## src/rtl/tomasulo_pkg.sv

```systemverilog
// Shared definitions for the Tomasulo execution scheduler: default sizing,
// functional-unit opcodes and the multiply/divide unit state encoding.
package tomasulo_pkg;

  localparam int N_RS_DEF    = 3;
  localparam int TAG_W_DEF   = 3;
  localparam int MUL_LAT_DEF = 3;
  localparam int DIV_LAT_DEF = 6;

  typedef enum logic [3:0] {
    FN_ADD = 4'b0000,
    FN_SUB = 4'b0001,
    FN_MUL = 4'b0010,
    FN_DIV = 4'b0011
  } func_e;

  typedef enum logic [1:0] {
    ST_IDLE = 2'd0,
    ST_RUN  = 2'd1,
    ST_DONE = 2'd2
  } mul_state_e;

  // Bits needed to index n items; never less than one.
  function automatic int idx_w(input int n);
    return (n > 1) ? $clog2(n) : 1;
  endfunction

endpackage

```

## src/rtl/rr_pick.sv

```systemverilog
// Round-robin picker: returns the first ready index at or after i_ptr,
// wrapping at N. o_sel is 0 whenever nothing is ready.
module rr_pick
  import tomasulo_pkg::*;
#(
  parameter int N     = N_RS_DEF,
  parameter int IDX_W = idx_w(N)
) (
  input  logic [N-1:0]     i_rdy,
  input  logic [IDX_W-1:0] i_ptr,
  output logic             o_any,
  output logic [IDX_W-1:0] o_sel
);

  localparam logic [IDX_W:0] NW = (IDX_W+1)'(N);

  logic [IDX_W:0]   w_sum;
  logic [IDX_W-1:0] w_idx;

  always_comb begin
    o_any = 1'b0;
    o_sel = '0;
    w_sum = '0;
    w_idx = '0;
    // ptr < N and k < N, so one conditional subtract performs the wrap.
    for (int k = 0; k < N; k++) begin
      w_sum = {1'b0, i_ptr} + (IDX_W+1)'(k);
      if (w_sum >= NW) w_sum = w_sum - NW;
      w_idx = w_sum[IDX_W-1:0];
      if (!o_any && i_rdy[w_idx]) begin
        o_any = 1'b1;
        o_sel = w_idx;
      end
    end
  end

endmodule

```

## src/rtl/exec_scheduler.sv

```systemverilog
// Issue scheduler for one add/sub unit and one non-pipelined mul/div unit,
// arbitrating a single common data bus with mul/div taking priority.
module exec_scheduler
  import tomasulo_pkg::*;
#(
  parameter int N_RS    = N_RS_DEF,
  parameter int TAG_W   = TAG_W_DEF,
  parameter int MUL_LAT = MUL_LAT_DEF,
  parameter int DIV_LAT = DIV_LAT_DEF
) (
  input  logic                  clk,
  input  logic                  rst_n,
  input  logic [N_RS-1:0]       add_rdy,
  input  logic [N_RS*TAG_W-1:0] add_rob,
  input  logic [N_RS-1:0]       mul_rdy,
  input  logic [N_RS-1:0]       mul_isdiv,
  input  logic [N_RS*TAG_W-1:0] mul_rob,
  input  logic                  flush,
  output logic                  add_issue,
  output logic [1:0]            add_sel,
  output logic                  mul_issue,
  output logic [1:0]            mul_sel,
  output logic                  mul_busy,
  output logic                  cdb_valid,
  output logic                  cdb_src,
  output logic [TAG_W-1:0]      cdb_rob
);

  localparam int IDX_W   = idx_w(N_RS);
  localparam int MAX_LAT = (MUL_LAT > DIV_LAT) ? MUL_LAT : DIV_LAT;
  localparam int CNT_W   = idx_w(MAX_LAT);

  localparam logic [CNT_W-1:0] MUL_CNT = CNT_W'(MUL_LAT - 1);
  localparam logic [CNT_W-1:0] DIV_CNT = CNT_W'(DIV_LAT - 1);
  localparam logic [CNT_W-1:0] CNT_ONE = CNT_W'(1);
  localparam logic [IDX_W:0]   NW      = (IDX_W+1)'(N_RS);

  function automatic logic [IDX_W-1:0] ptr_after(input logic [IDX_W-1:0] sel);
    logic [IDX_W:0] s;
    s = {1'b0, sel} + (IDX_W+1)'(1);
    if (s >= NW) s = '0;
    return s[IDX_W-1:0];
  endfunction

  mul_state_e       r_state;
  mul_state_e       w_state_nxt;
  logic [CNT_W-1:0] r_count;
  logic [CNT_W-1:0] w_count_nxt;
  logic [TAG_W-1:0] r_mul_tag;
  logic             r_add_pend;
  logic [TAG_W-1:0] r_add_tag;
  logic [IDX_W-1:0] r_add_ptr;
  logic [IDX_W-1:0] r_mul_ptr;

  logic             w_add_any;
  logic [IDX_W-1:0] w_add_sel;
  logic             w_mul_any;
  logic [IDX_W-1:0] w_mul_sel;
  logic             w_mul_done;
  logic             w_add_grant;
  logic [TAG_W-1:0] w_add_tags [N_RS];
  logic [TAG_W-1:0] w_mul_tags [N_RS];

  for (genvar g = 0; g < N_RS; g++) begin : g_unpack
    assign w_add_tags[g] = add_rob[g*TAG_W +: TAG_W];
    assign w_mul_tags[g] = mul_rob[g*TAG_W +: TAG_W];
  end

  rr_pick #(.N(N_RS), .IDX_W(IDX_W)) u_add_pick (
    .i_rdy (add_rdy),
    .i_ptr (r_add_ptr),
    .o_any (w_add_any),
    .o_sel (w_add_sel)
  );

  rr_pick #(.N(N_RS), .IDX_W(IDX_W)) u_mul_pick (
    .i_rdy (mul_rdy),
    .i_ptr (r_mul_ptr),
    .o_any (w_mul_any),
    .o_sel (w_mul_sel)
  );

  // The finished mul/div result always wins the bus; a pending add waits.
  assign w_mul_done  = (r_state == ST_DONE);
  assign w_add_grant = r_add_pend & ~w_mul_done;

  // rst_n gating keeps issue low while reset is held with stations ready.
  assign add_issue = rst_n & ~flush & w_add_any & (~r_add_pend | w_add_grant);
  assign mul_issue = rst_n & ~flush & w_mul_any & (r_state == ST_IDLE);
  assign add_sel   = 2'(w_add_sel);
  assign mul_sel   = 2'(w_mul_sel);
  assign mul_busy  = (r_state != ST_IDLE);

  assign cdb_valid = r_add_pend | w_mul_done;
  assign cdb_src   = w_mul_done;
  assign cdb_rob   = w_mul_done ? r_mul_tag : (r_add_pend ? r_add_tag : '0);

  always_comb begin
    w_state_nxt = r_state;
    w_count_nxt = r_count;
    case (r_state)
      ST_IDLE: begin
        if (mul_issue) begin
          w_count_nxt = mul_isdiv[w_mul_sel] ? DIV_CNT : MUL_CNT;
          w_state_nxt = (w_count_nxt == '0) ? ST_DONE : ST_RUN;
        end
      end
      ST_RUN: begin
        if (r_count <= CNT_ONE) begin
          w_count_nxt = '0;
          w_state_nxt = ST_DONE;
        end else begin
          w_count_nxt = r_count - CNT_ONE;
        end
      end
      ST_DONE: w_state_nxt = ST_IDLE;
      default: w_state_nxt = ST_IDLE;
    endcase
    if (flush) begin
      w_state_nxt = ST_IDLE;
      w_count_nxt = '0;
    end
  end

  always_ff @(posedge clk or negedge rst_n) begin
    if (!rst_n) begin
      r_state <= ST_IDLE;
      r_count <= '0;
    end else begin
      r_state <= w_state_nxt;
      r_count <= w_count_nxt;
    end
  end

  always_ff @(posedge clk or negedge rst_n) begin
    if (!rst_n) begin
      r_mul_tag  <= '0;
      r_add_pend <= 1'b0;
      r_add_tag  <= '0;
      r_add_ptr  <= '0;
      r_mul_ptr  <= '0;
    end else begin
      if (mul_issue) begin
        r_mul_tag <= w_mul_tags[w_mul_sel];
        r_mul_ptr <= ptr_after(w_mul_sel);
      end
      if (flush) begin
        r_add_pend <= 1'b0;
      end else if (add_issue) begin
        r_add_pend <= 1'b1;
        r_add_tag  <= w_add_tags[w_add_sel];
      end else if (w_add_grant) begin
        r_add_pend <= 1'b0;
      end
      if (add_issue) r_add_ptr <= ptr_after(w_add_sel);
    end
  end

endmodule

```

## config.mk

```make
export PLATFORM = sky130hd
export DESIGN_NAME = exec_scheduler
export DESIGN_NICKNAME = d
export VERILOG_FILES = /design/src/rtl/tomasulo_pkg.sv /design/src/rtl/rr_pick.sv /design/src/rtl/exec_scheduler.sv
export SDC_FILE = /design/constraint.sdc
export NUM_CORES = 1
export LEC_CHECK = 0
export CAP_MARGIN = 20
export CORE_UTILIZATION = 48
export CTS_CLUSTER_DIAMETER = 100
export CTS_CLUSTER_SIZE = 30
export DETAILED_ROUTE_END_ITERATION = 12
export PLACE_DENSITY = 0.88
export SLEW_MARGIN = 20
export SYNTH_ARGS = -nofsm -noshare
export SYNTH_HDL_FRONTEND = slang
export SYNTH_SLANG_ARGS = --single-unit
```

## constraint.sdc

```tcl
create_clock -name clk -period 2.8 [get_ports clk]
set_input_delay 0.28 -clock clk [delete_from_list [all_inputs] [get_ports clk]]
set_output_delay 0.28 -clock clk [all_outputs]
set_load 0.01 [all_outputs]
```

==> results of run 1 <==
## metrics by stage
| step | instances | utilization, % |
|---|---|---|
| floorplan | 183 | - |
| global placement | 254 | 68.3 |
| detailed placement | 254 | 68.3 |
| CTS | 267 | 74.5 |
| global route | 273 | 76.9 |
| finish | 273 | 76.9 |
## per-layer routing
metal	track usage, %	vias to the layer above
li1	-	775
met1	33.8	773
met2	37.6	49
met3	4.24	9
met4	9.52	0
met5	0	-
## cells by family (layout without fill, tap and decap cells)
kind of cell	count (synthesis)	after routing	share of synthesized area (%)
mux	14	14	9.79
simple gates	66	66	23.3
flops	16	16	26.8
compound gates	54	54	25.4
fa+ha+maj	9	9	7.53
buf+inv	24	83	7.20
## worst max-delay path by stage
stage / start / endpoint / slack, ns / cells past startpoint
floorplan: r_mul_ptr[0] / r_count[0] / 0.43 / 9
global route: r_mul_ptr[0] / r_count[0] / -0.10 / 9
global placement: r_mul_ptr[0] / mul_sel[0] / 0.18 / 8
finish: r_mul_ptr[0] / r_count[0] / 0.04 / 9
CTS: r_add_ptr[1] / add_issue / 0.02 / 7
detailed placement: r_add_ptr[1] / add_sel[1] / 0.11 / 7
## critical path, delay by kind of cell (launching register included)
kind | cells | cell delay [ns]
AOI/OAI and AO/OA | 4 | 1.22
and+or+nand+nor | 1 | 0.13
muxes | 1 | 0.33
adders and majority gates | 1 | 0.33
DFF | 1 | 0.40
buffers and inverters | 2 | 0.24
## cell type report
cell class	instances	area [um^2]
clock buffers	4	36.3
fillers	208	658
inverters	16	60.1
multi-input cells	143	1080
flip-flops and latches	16	400
well taps	31	38.8
repair buffers	63	576
## synth_stat cells, types with 2 or more instances
cell type                  number
sky130_fd_sc_hd__nor2b_1        5
sky130_fd_sc_hd__clkbuf_1       4
sky130_fd_sc_hd__o21ai_1        4
sky130_fd_sc_hd__or2_2          2
sky130_fd_sc_hd__nand2_1       16
sky130_fd_sc_hd__mux2_1         4
sky130_fd_sc_hd__o31ai_1        2
sky130_fd_sc_hd__inv_1         14
sky130_fd_sc_hd__nand3_1        7
sky130_fd_sc_hd__o311ai_1       3
sky130_fd_sc_hd__o211ai_1       3
sky130_fd_sc_hd__and3b_1        2
sky130_fd_sc_hd__nand2b_1       5
sky130_fd_sc_hd__o21ai_0       10
sky130_fd_sc_hd__nand3b_1       5
sky130_fd_sc_hd__nor3_1         2
sky130_fd_sc_hd__mux2i_1        9
sky130_fd_sc_hd__a31oi_1        3
sky130_fd_sc_hd__dfrtp_1       16
sky130_fd_sc_hd__or3_1          3
sky130_fd_sc_hd__a31o_1         2
sky130_fd_sc_hd__nor2_1        14
sky130_fd_sc_hd__a21bo_2        3
sky130_fd_sc_hd__buf_2          2
sky130_fd_sc_hd__inv_2          2
sky130_fd_sc_hd__o21a_1         2
sky130_fd_sc_hd__buf_6          2
sky130_fd_sc_hd__a21oi_1       11
sky130_fd_sc_hd__ha_1           9
## repair_timing
| action | 4_1_cts | 5_1_grt |
|---|---|---|
| setup buffers | 9 | 6 |
| gates resized for setup | 19 | 7 |
| cloned | 0 | 0 |
| endpoints found under the setup margin | 6 | 6 |
| pin swaps | 3 | 4 |
## power by group
group | leakage, nW | switching, mW | internal (mW)
Sequential | 0.199 | 0.0650 | 0.327
Combinational | 0.753 | 0.930 | 0.946
Clock | 0.0210 | 0.0743 | 0.0794
## sequential cells by signal, summed over array words and instances (netlist names)
| signal | count |
|---|---|
| r_state | 2 |
| r_add_ptr | 2 |
| r_count | 3 |
| r_add_pend | 1 |
| r_mul_tag | 3 |
| r_add_tag | 3 |
| r_mul_ptr | 2 |
==> impl_summary.log, run 1 <==
[metrics] result of the run: finished with violations
[metrics] violations in the final reports: design-rule violations
[metrics] Root Buffer: sky130_fd_sc_hd__clkbuf_4
[metrics] count of maximum capacitance violations: 0
[metrics] worst reg2reg startpoint: r_mul_ptr[0]
[metrics] first-pass GRT wire length: ~6300 um
[metrics] detail-routed net length per standard cell: 15.8 um
[metrics] number of distinct library cells after synthesis: 46
[metrics] post-route met1 wirelength: roughly 2000 um
[metrics] number of diodes added for antenna fixing: 0
[metrics] iteration-0 DRC count of the detailed router: ~170
[metrics] Setup WS pre-CTS: 0.113 ns
[metrics] largest net degree at the start of global routing: 19
[metrics] post-synthesis instance area: between 0.001 and 0.0015 mm^2
[metrics] Syn Inst Count: around 180
[metrics] cell breakdown of the critical path: inv_1, ha_1, mux2i_2, buf_4, o221ai_1, a21oi_1, nor4_2, a221o_2, a31o_1
[metrics] die area: around 0.0033 mm^2
[metrics] R2R Setup Slk: about 0.04 ns
[metrics] Final Power: approximately 2.4 mW
[metrics] commonest non-fill, non-tap cells in the layout: sky130_fd_sc_hd__clkdlybuf4s50_1 (35), sky130_fd_sc_hd__buf_4 (22), sky130_fd_sc_hd__nand2_1 (16), sky130_fd_sc_hd__dfrtp_1 (16), sky130_fd_sc_hd__nor2_1 (14)
[metrics] met2 wire len: about 2000 um
[metrics] Pwr per Cell Area: approximately 1100 mW/mm^2
[metrics] post-route cell area: 0.00219 mm^2
[metrics] antenna violation net count after detailed routing: 0
[metrics] maximum buffer depth of the clock tree: 2
[metrics] Peak supply drop: 0.742 mV
[metrics] class of the most critical hold timing path: in2async
[metrics] kind of critical path: reg2reg
[metrics] Worst-path clk slew: about 0.09 ns
[metrics] Fin Setup TNS: 0 ns
[metrics] maximum fanout encountered on the critical timing path: 5
[metrics] number of sinks driven by the clock tree: 16
[metrics] post-route clock period utilization: a little over nine tenths
[metrics] Seq cells post-synth: 16
[metrics] total of hold buffers inserted after clock tree synthesis: 0
[metrics] chip width: just under 60 um
[metrics] final-report setup violation count: 0
[metrics] sequential element share of the synthesized area: 26.8%
[metrics] worst max-slew margin expressed relative to the limit: 65.9%
[metrics] via/cell ratio: ~6
[metrics] fraction of layout instances using a drive strength above 1: a little under a quarter
[metrics] biggest area consumer among synthesized cells: sky130_fd_sc_hd__dfrtp_1
[metrics] H-Tree Depth: 1
[metrics] Initial DRT Pass Iterations: 8
[metrics] final wirelength: about 4300 um
[metrics] via count of the routed design: 1606
[metrics] final worst clock skew: around 0.005 ns
[metrics] placed cell area: 0.00195 mm^2
[metrics] hpwl dp: approximately 2800 um
[metrics] area share of the largest cell type after synthesis: 26.8%
[metrics] final estimated routing congestion in global placement: roughly 0.9
[metrics] actual transition at the worst max-transition pin: approximately 0.51 ns
[metrics] mean cell area of the mapped netlist: around 8 um^2
[metrics] asr flop ratio synth: 100%
[metrics] EDFF count, synth: 0
[metrics] starting density of the core: between 50% and 60%
[metrics] fin worst setup slack: between 0.04 and 0.05 ns
[metrics] Leak Pwr: just under 1 nW
[metrics] crit path max-delay cell type: sky130_fd_sc_hd__a221o_2
[metrics] Global Route Usage Sum: around 24%
[metrics] signed area change from the synthesized netlist to the final layout: 46.8%
[metrics] clock tree from TritonCTS: built
[metrics] total length of routed met3 wires: 177 um
[metrics] end of the worst register-to-register path: r_count[0]
[metrics] net count of the finished layout: around 280
[metrics] I/O pins: 42
[metrics] commonest register cell after synthesis: sky130_fd_sc_hd__dfrtp_1
[metrics] Max Used Layer: met4
[metrics] Inserted Clock Buffers: 3
[metrics] Max Slew Vio Count: 0
[metrics] arrival time at the worst endpoint: between 2 and 3 ns
[metrics] max incr delay on CP: approximately 0.45 ns
[metrics] number of global-route vias before repair: around 1400
[metrics] worst-skew pair later-pin latency: 0.30 ns
[metrics] FF-to-FF path depth: 9
[metrics] time the worst path needs with I/O delays and setup: ~2.8 ns
[metrics] buffers added on ports: between 40 and 50
[metrics] height of the die: ~58 um
[metrics] Core Area: 0.00285 mm^2
[metrics] Hold Violations, Final: 0
[metrics] number of warning messages in the yosys log: 0
[metrics] Worst Setup Start Kind: register
[metrics] Core Rows: 19
[metrics] Synthesized Nets: around 220
[metrics] number of antenna violations at the first check in global routing: 0
[metrics] Worst Hold Margin: between 0.3 and 0.4 ns
[metrics] Worst Path Required: roughly 3.0 ns
[metrics] critical path capture point type: register
[metrics] leading cell type in the layout, fill and taps excluded: sky130_fd_sc_hd__clkdlybuf4s50_1
[metrics] upper clock frequency limit: roughly 360 MHz
[metrics] Area contributors post-synth: sky130_fd_sc_hd__dfrtp_1 (27%), sky130_fd_sc_hd__ha_1 (7.5%), sky130_fd_sc_hd__mux2i_1 (6.0%), sky130_fd_sc_hd__nand2_1 (4.0%), sky130_fd_sc_hd__a21oi_1 (3.7%)
[metrics] DRC violation count after routing: 3
[metrics] leftover overflow at the end of global routing: 0
(Power assumes the default switching activity.)
==> inputs of run 2 (changes only) <==
--- a/config.mk
+++ b/config.mk
@@ -6,12 +6,14 @@
 export NUM_CORES = 1
 export LEC_CHECK = 0
 export CAP_MARGIN = 20
+export CORE_ASPECT_RATIO = 0.75
 export CORE_UTILIZATION = 48
 export CTS_CLUSTER_DIAMETER = 100
 export CTS_CLUSTER_SIZE = 30
 export DETAILED_ROUTE_END_ITERATION = 12
-export PLACE_DENSITY = 0.88
+export PLACE_DENSITY = 0.91
 export SLEW_MARGIN = 20
 export SYNTH_ARGS = -nofsm -noshare
 export SYNTH_HDL_FRONTEND = slang
+export SYNTH_HIERARCHICAL = 1
 export SYNTH_SLANG_ARGS = --single-unit
==> impl_summary.log, run 2 <==
[metrics] number of distinct library cells after synthesis: 40 (-13%)
[metrics] Pwr per Cell Area: 1140 mW/mm^2 (+3.0%)
[metrics] result of the run: finished clean
[metrics] Max Slew Vio Count: 0 (unchanged)
[metrics] signed area change from the synthesized netlist to the final layout: 33.4%
[metrics] chip width: 66.4 um (+15%)
[metrics] mean cell area of the mapped netlist: 8.84 um^2 (+8.2%)
[metrics] Core Rows: 17 (-2)
[metrics] number of warning messages in the yosys log: 6 (+6)
[metrics] non-filler cells in the finished layout: 250 (-8.4%)
[metrics] Area contributors post-synth: sky130_fd_sc_hd__dfrtp_1 (27%), sky130_fd_sc_hd__mux2i_1 (8.7%), sky130_fd_sc_hd__ha_1 (6.7%), sky130_fd_sc_hd__mux2_4 (5.0%), sky130_fd_sc_hd__nand2_1 (5.0%)
[metrics] Switching Fraction: 43.3% (-0.91 points)
[metrics] maximum fanout encountered on the critical timing path: 9 (+4)
[metrics] Top Registers: r_add_tag x3, r_count x3, r_mul_tag x3
[metrics] power spent charging and discharging nets: 0.980 mW (-8.4%)
[metrics] number of diodes added for antenna fixing: 0 (unchanged)
[metrics] count of maximum capacitance violations: 0 (unchanged)
[metrics] leading cell type in the layout, fill and taps excluded: sky130_fd_sc_hd__clkdlybuf4s50_1
[metrics] DRC violation count after routing: 0 (-3)
[metrics] worst max-slew margin expressed relative to the limit: 75.1% (+9.3 points)
[metrics] max incr delay on CP: 0.54 ns (+0.09 ns)
[metrics] maximum buffer depth of the clock tree: 2 (unchanged)
[metrics] class of the most critical hold timing path: in2async
[metrics] hpwl dp: 2670 um (-6.0%)
[metrics] area taken by multi-input logic gates: 995 um^2 (-8.2%)
[metrics] starting density of the core: 50.5% (-1.9 points)
[metrics] Fin Setup TNS: 0 ns (unchanged)
[metrics] category of cells accounting for the largest share of critical-path delay: buffers and inverters
[metrics] Root Buffer: sky130_fd_sc_hd__clkbuf_8
[metrics] post-route cell area: 0.00199 mm^2 (-9.2%)
[metrics] buffers added on ports: 41 (unchanged)
[metrics] final estimated routing congestion in global placement: 0.958 (+6.7%)
[metrics] Register Area: 400 um^2 (unchanged)
[metrics] EDFF count, synth: 0 (unchanged)
[metrics] time the worst path needs with I/O delays and setup: 2.68 ns (-0.0838 ns)
[metrics] net count of the finished layout: 251 (-11%)
[metrics] final-report setup violation count: 0 (unchanged)
[metrics] leftover overflow at the end of global routing: 0 (unchanged)
[metrics] kind of critical path: reg2out
[metrics] clock tree from TritonCTS: built
[metrics] height of the die: 50.3 um (-13%)
[metrics] fillers: 224 (+7.7%)
[metrics] number of antenna violations at the first check in global routing: 0 (unchanged)
[metrics] worst-skew pair later-pin latency: 0.25 ns (-0.05 ns)
[metrics] upper clock frequency limit: 374 MHz (+3.1%)
[metrics] H-Tree Depth: 1 (unchanged)
[metrics] Core Area: 0.00296 mm^2 (+3.6%)
[metrics] most frequent cell after synthesis: sky130_fd_sc_hd__nand2_1
[metrics] largest net degree at the start of global routing: 19 (unchanged)
[metrics] number of sinks driven by the clock tree: 16 (unchanged)
[metrics] first-pass GRT wire length: 5520 um (-12%)
[metrics] power share of the sequential group: 19.1% (+2.9 points)
[metrics] Buffers & Inverters on Critical Path: 2 (unchanged)
[metrics] Leak Pwr: 0.851 nW (-13%)
[metrics] number of global-route vias before repair: 1210 (-16%)
[metrics] Syn Inst Count: 169 (-7.7%)
[metrics] Synthesized Nets: 207 (-6.8%)
[metrics] Worst Path Required: 2.52 ns (-0.47 ns)
[metrics] I/O pins: 42 (unchanged)
[metrics] fraction of layout instances using a drive strength above 1: 14.2% (-9.8 points)
[metrics] sequential element share of the synthesized area: 26.8% (about the same)
[metrics] internal power consumption: 1.29 mW (-4.9%)
[metrics] cell breakdown of the critical path: inv_1, ha_4, nor2b_2, o21ai_1, a311oi_1, o32a_1, clkdlybuf4s50_1
[metrics] Peak supply drop: 0.538 mV (-28%)
[metrics] Inserted Clock Buffers: 3 (unchanged)
[metrics] antenna violation net count after detailed routing: 0 (unchanged)
[metrics] Cells after DPL: 246 (-3.1%)
[metrics] critical path capture point type: output pin
[metrics] asr flop ratio synth: 100% (unchanged)
[metrics] final wirelength: 3570 um (-17%)
[metrics] Initial DRT Pass Iterations: 5 (-3)
[metrics] via/cell ratio: 5.58 (-5.2%)
[metrics] Worst Setup Start Kind: register
[metrics] Global Route Usage Sum: 21.7% (-2.6 points)
[metrics] crit path max-delay cell type: sky130_fd_sc_hd__clkdlybuf4s50_1
[metrics] setup repair after global routing missed its margin: false
[metrics] commonest register cell after synthesis: sky130_fd_sc_hd__dfrtp_1
[metrics] Worst-path clk slew: 0.06 ns (-0.03 ns)
[metrics] die area: 0.00334 mm^2 (about the same)
[metrics] Clk pwr share: 9.3% (+3.0 points)
[metrics] iteration-0 DRC count of the detailed router: 80 (-52%)
[metrics] area share of the largest cell type after synthesis: 26.8% (about the same)
[metrics] via count of the routed design: 1394 (-13%)
[metrics] commonest non-fill, non-tap cells in the layout: sky130_fd_sc_hd__clkdlybuf4s50_1 (40), sky130_fd_sc_hd__nand2_1 (20), sky130_fd_sc_hd__dfrtp_1 (16)
[metrics] arrival time at the worst endpoint: 2.40 ns (-0.55 ns)
[metrics] final worst clock skew: 0.000838 ns (-0.00404 ns)
[metrics] Hold Violations, Final: 0 (unchanged)
[metrics] total of hold buffers inserted after clock tree synthesis: 0 (unchanged)
[metrics] post-synthesis instance area: 0.00149 mm^2 (about the same)
[metrics] top cell types by occurrence after synthesis: sky130_fd_sc_hd__nand2_1 (20), sky130_fd_sc_hd__dfrtp_1 (16), sky130_fd_sc_hd__nor2_1 (14), sky130_fd_sc_hd__mux2i_1 (13)
[metrics] actual transition at the worst max-transition pin: 0.371 ns (-0.136 ns)
[metrics] Seq cells post-synth: 16 (unchanged)
[metrics] post-route clock period utilization: 95.6% (-3.0 points)
[metrics] detail-routed net length per standard cell: 14.3 um (-9.5%)
[metrics] share of total power in combinational logic: 71.6% (-5.9 points)
[metrics] biggest area consumer among synthesized cells: sky130_fd_sc_hd__dfrtp_1
[metrics] placed cell area: 0.00192 mm^2 (-1.5%)
==> run 2: changes by cell type after synthesis, sizes merged, moves of 3 or more <==
cell,delta
buf,+3
and2b,+3
nand2,+5
clkbuf,-3
nand3,-5
inv,-6
mux2i,+4
a21bo,-3
o311ai,-3
==> run 2: final timing paths <==
check	cells after the start	endpoint	from	slack, ns
max	7	add_sel[1]	r_add_ptr[0]	0.12
min	2	r_count[1]	rst_n	0.45
max reg2reg	10	r_count[2]	r_mul_ptr[0]	0.32
min reg2reg	2	r_mul_tag[0]	r_mul_tag[0]	0.49
max in group asynchronous	2	r_mul_tag[1]	rst_n	2.17
min in group clk	2	r_mul_tag[0]	r_mul_tag[0]	0.49
==> run 2: area by class of cell <==
type	count	area share [%]
Multi-Input combinational cell	135	49.9
Timing Repair Buffer	47	23.0
Sequential cell	16	20.1
Clock buffer	4	2.76
Tap cell	38	2.39
Inverter	10	1.88
==> run 2: timing repair <==
item	CTS	global route
setup buffers	0	0
resized for setup	0	4
setup endpoints to repair	0	3
==> run 2: through the flow <==
step	setup WS, ns	hold slack (ns)	util, %	power [mW]
floorplan	0.182	-0.0156	-	1.57
global route	0.0256	0.469	67.4	2.42
global placement	0.290	0.471	65.0	1.94
finish	0.124	0.453	67.4	2.26
detailed placement	0.289	0.473	65.0	1.98
CTS	0.0114	0.452	66.8	2.21
==> run 2: logic make-up after synthesis <==
group	Yosys count	share of synthesized area, %
AOI/OAI and AO/OA	43	18.7
and+or+nand+nor	65	25.7
adders and majority gates	8	6.70
DFF	16	26.8
muxes	19	14.5
buffers and inverters	18	7.62
==> run 2: routing by layer <==
metal | vias up | global-route usage (%) | routed length, um
li1 | 685 | - | -
met1 | 642 | 31.6 | 1710
met2 | 53 | 32.5 | 1550
met3 | 14 | 5.45 | 230
met4 | 0 | 3.90 | 75
met5 | - | 0 | 0
==> run 2: power groups by stage <==
stage          registers [mW]  clock network (mW)  logic, mW
2_1_floorplan           0.404                   0       1.17
3_3_place_gp            0.421                   0       1.52
3_5_place_dp            0.430                   0       1.55
4_1_cts                 0.428               0.214       1.56
5_1_grt                 0.445               0.221       1.76
6_report                0.432               0.210       1.62
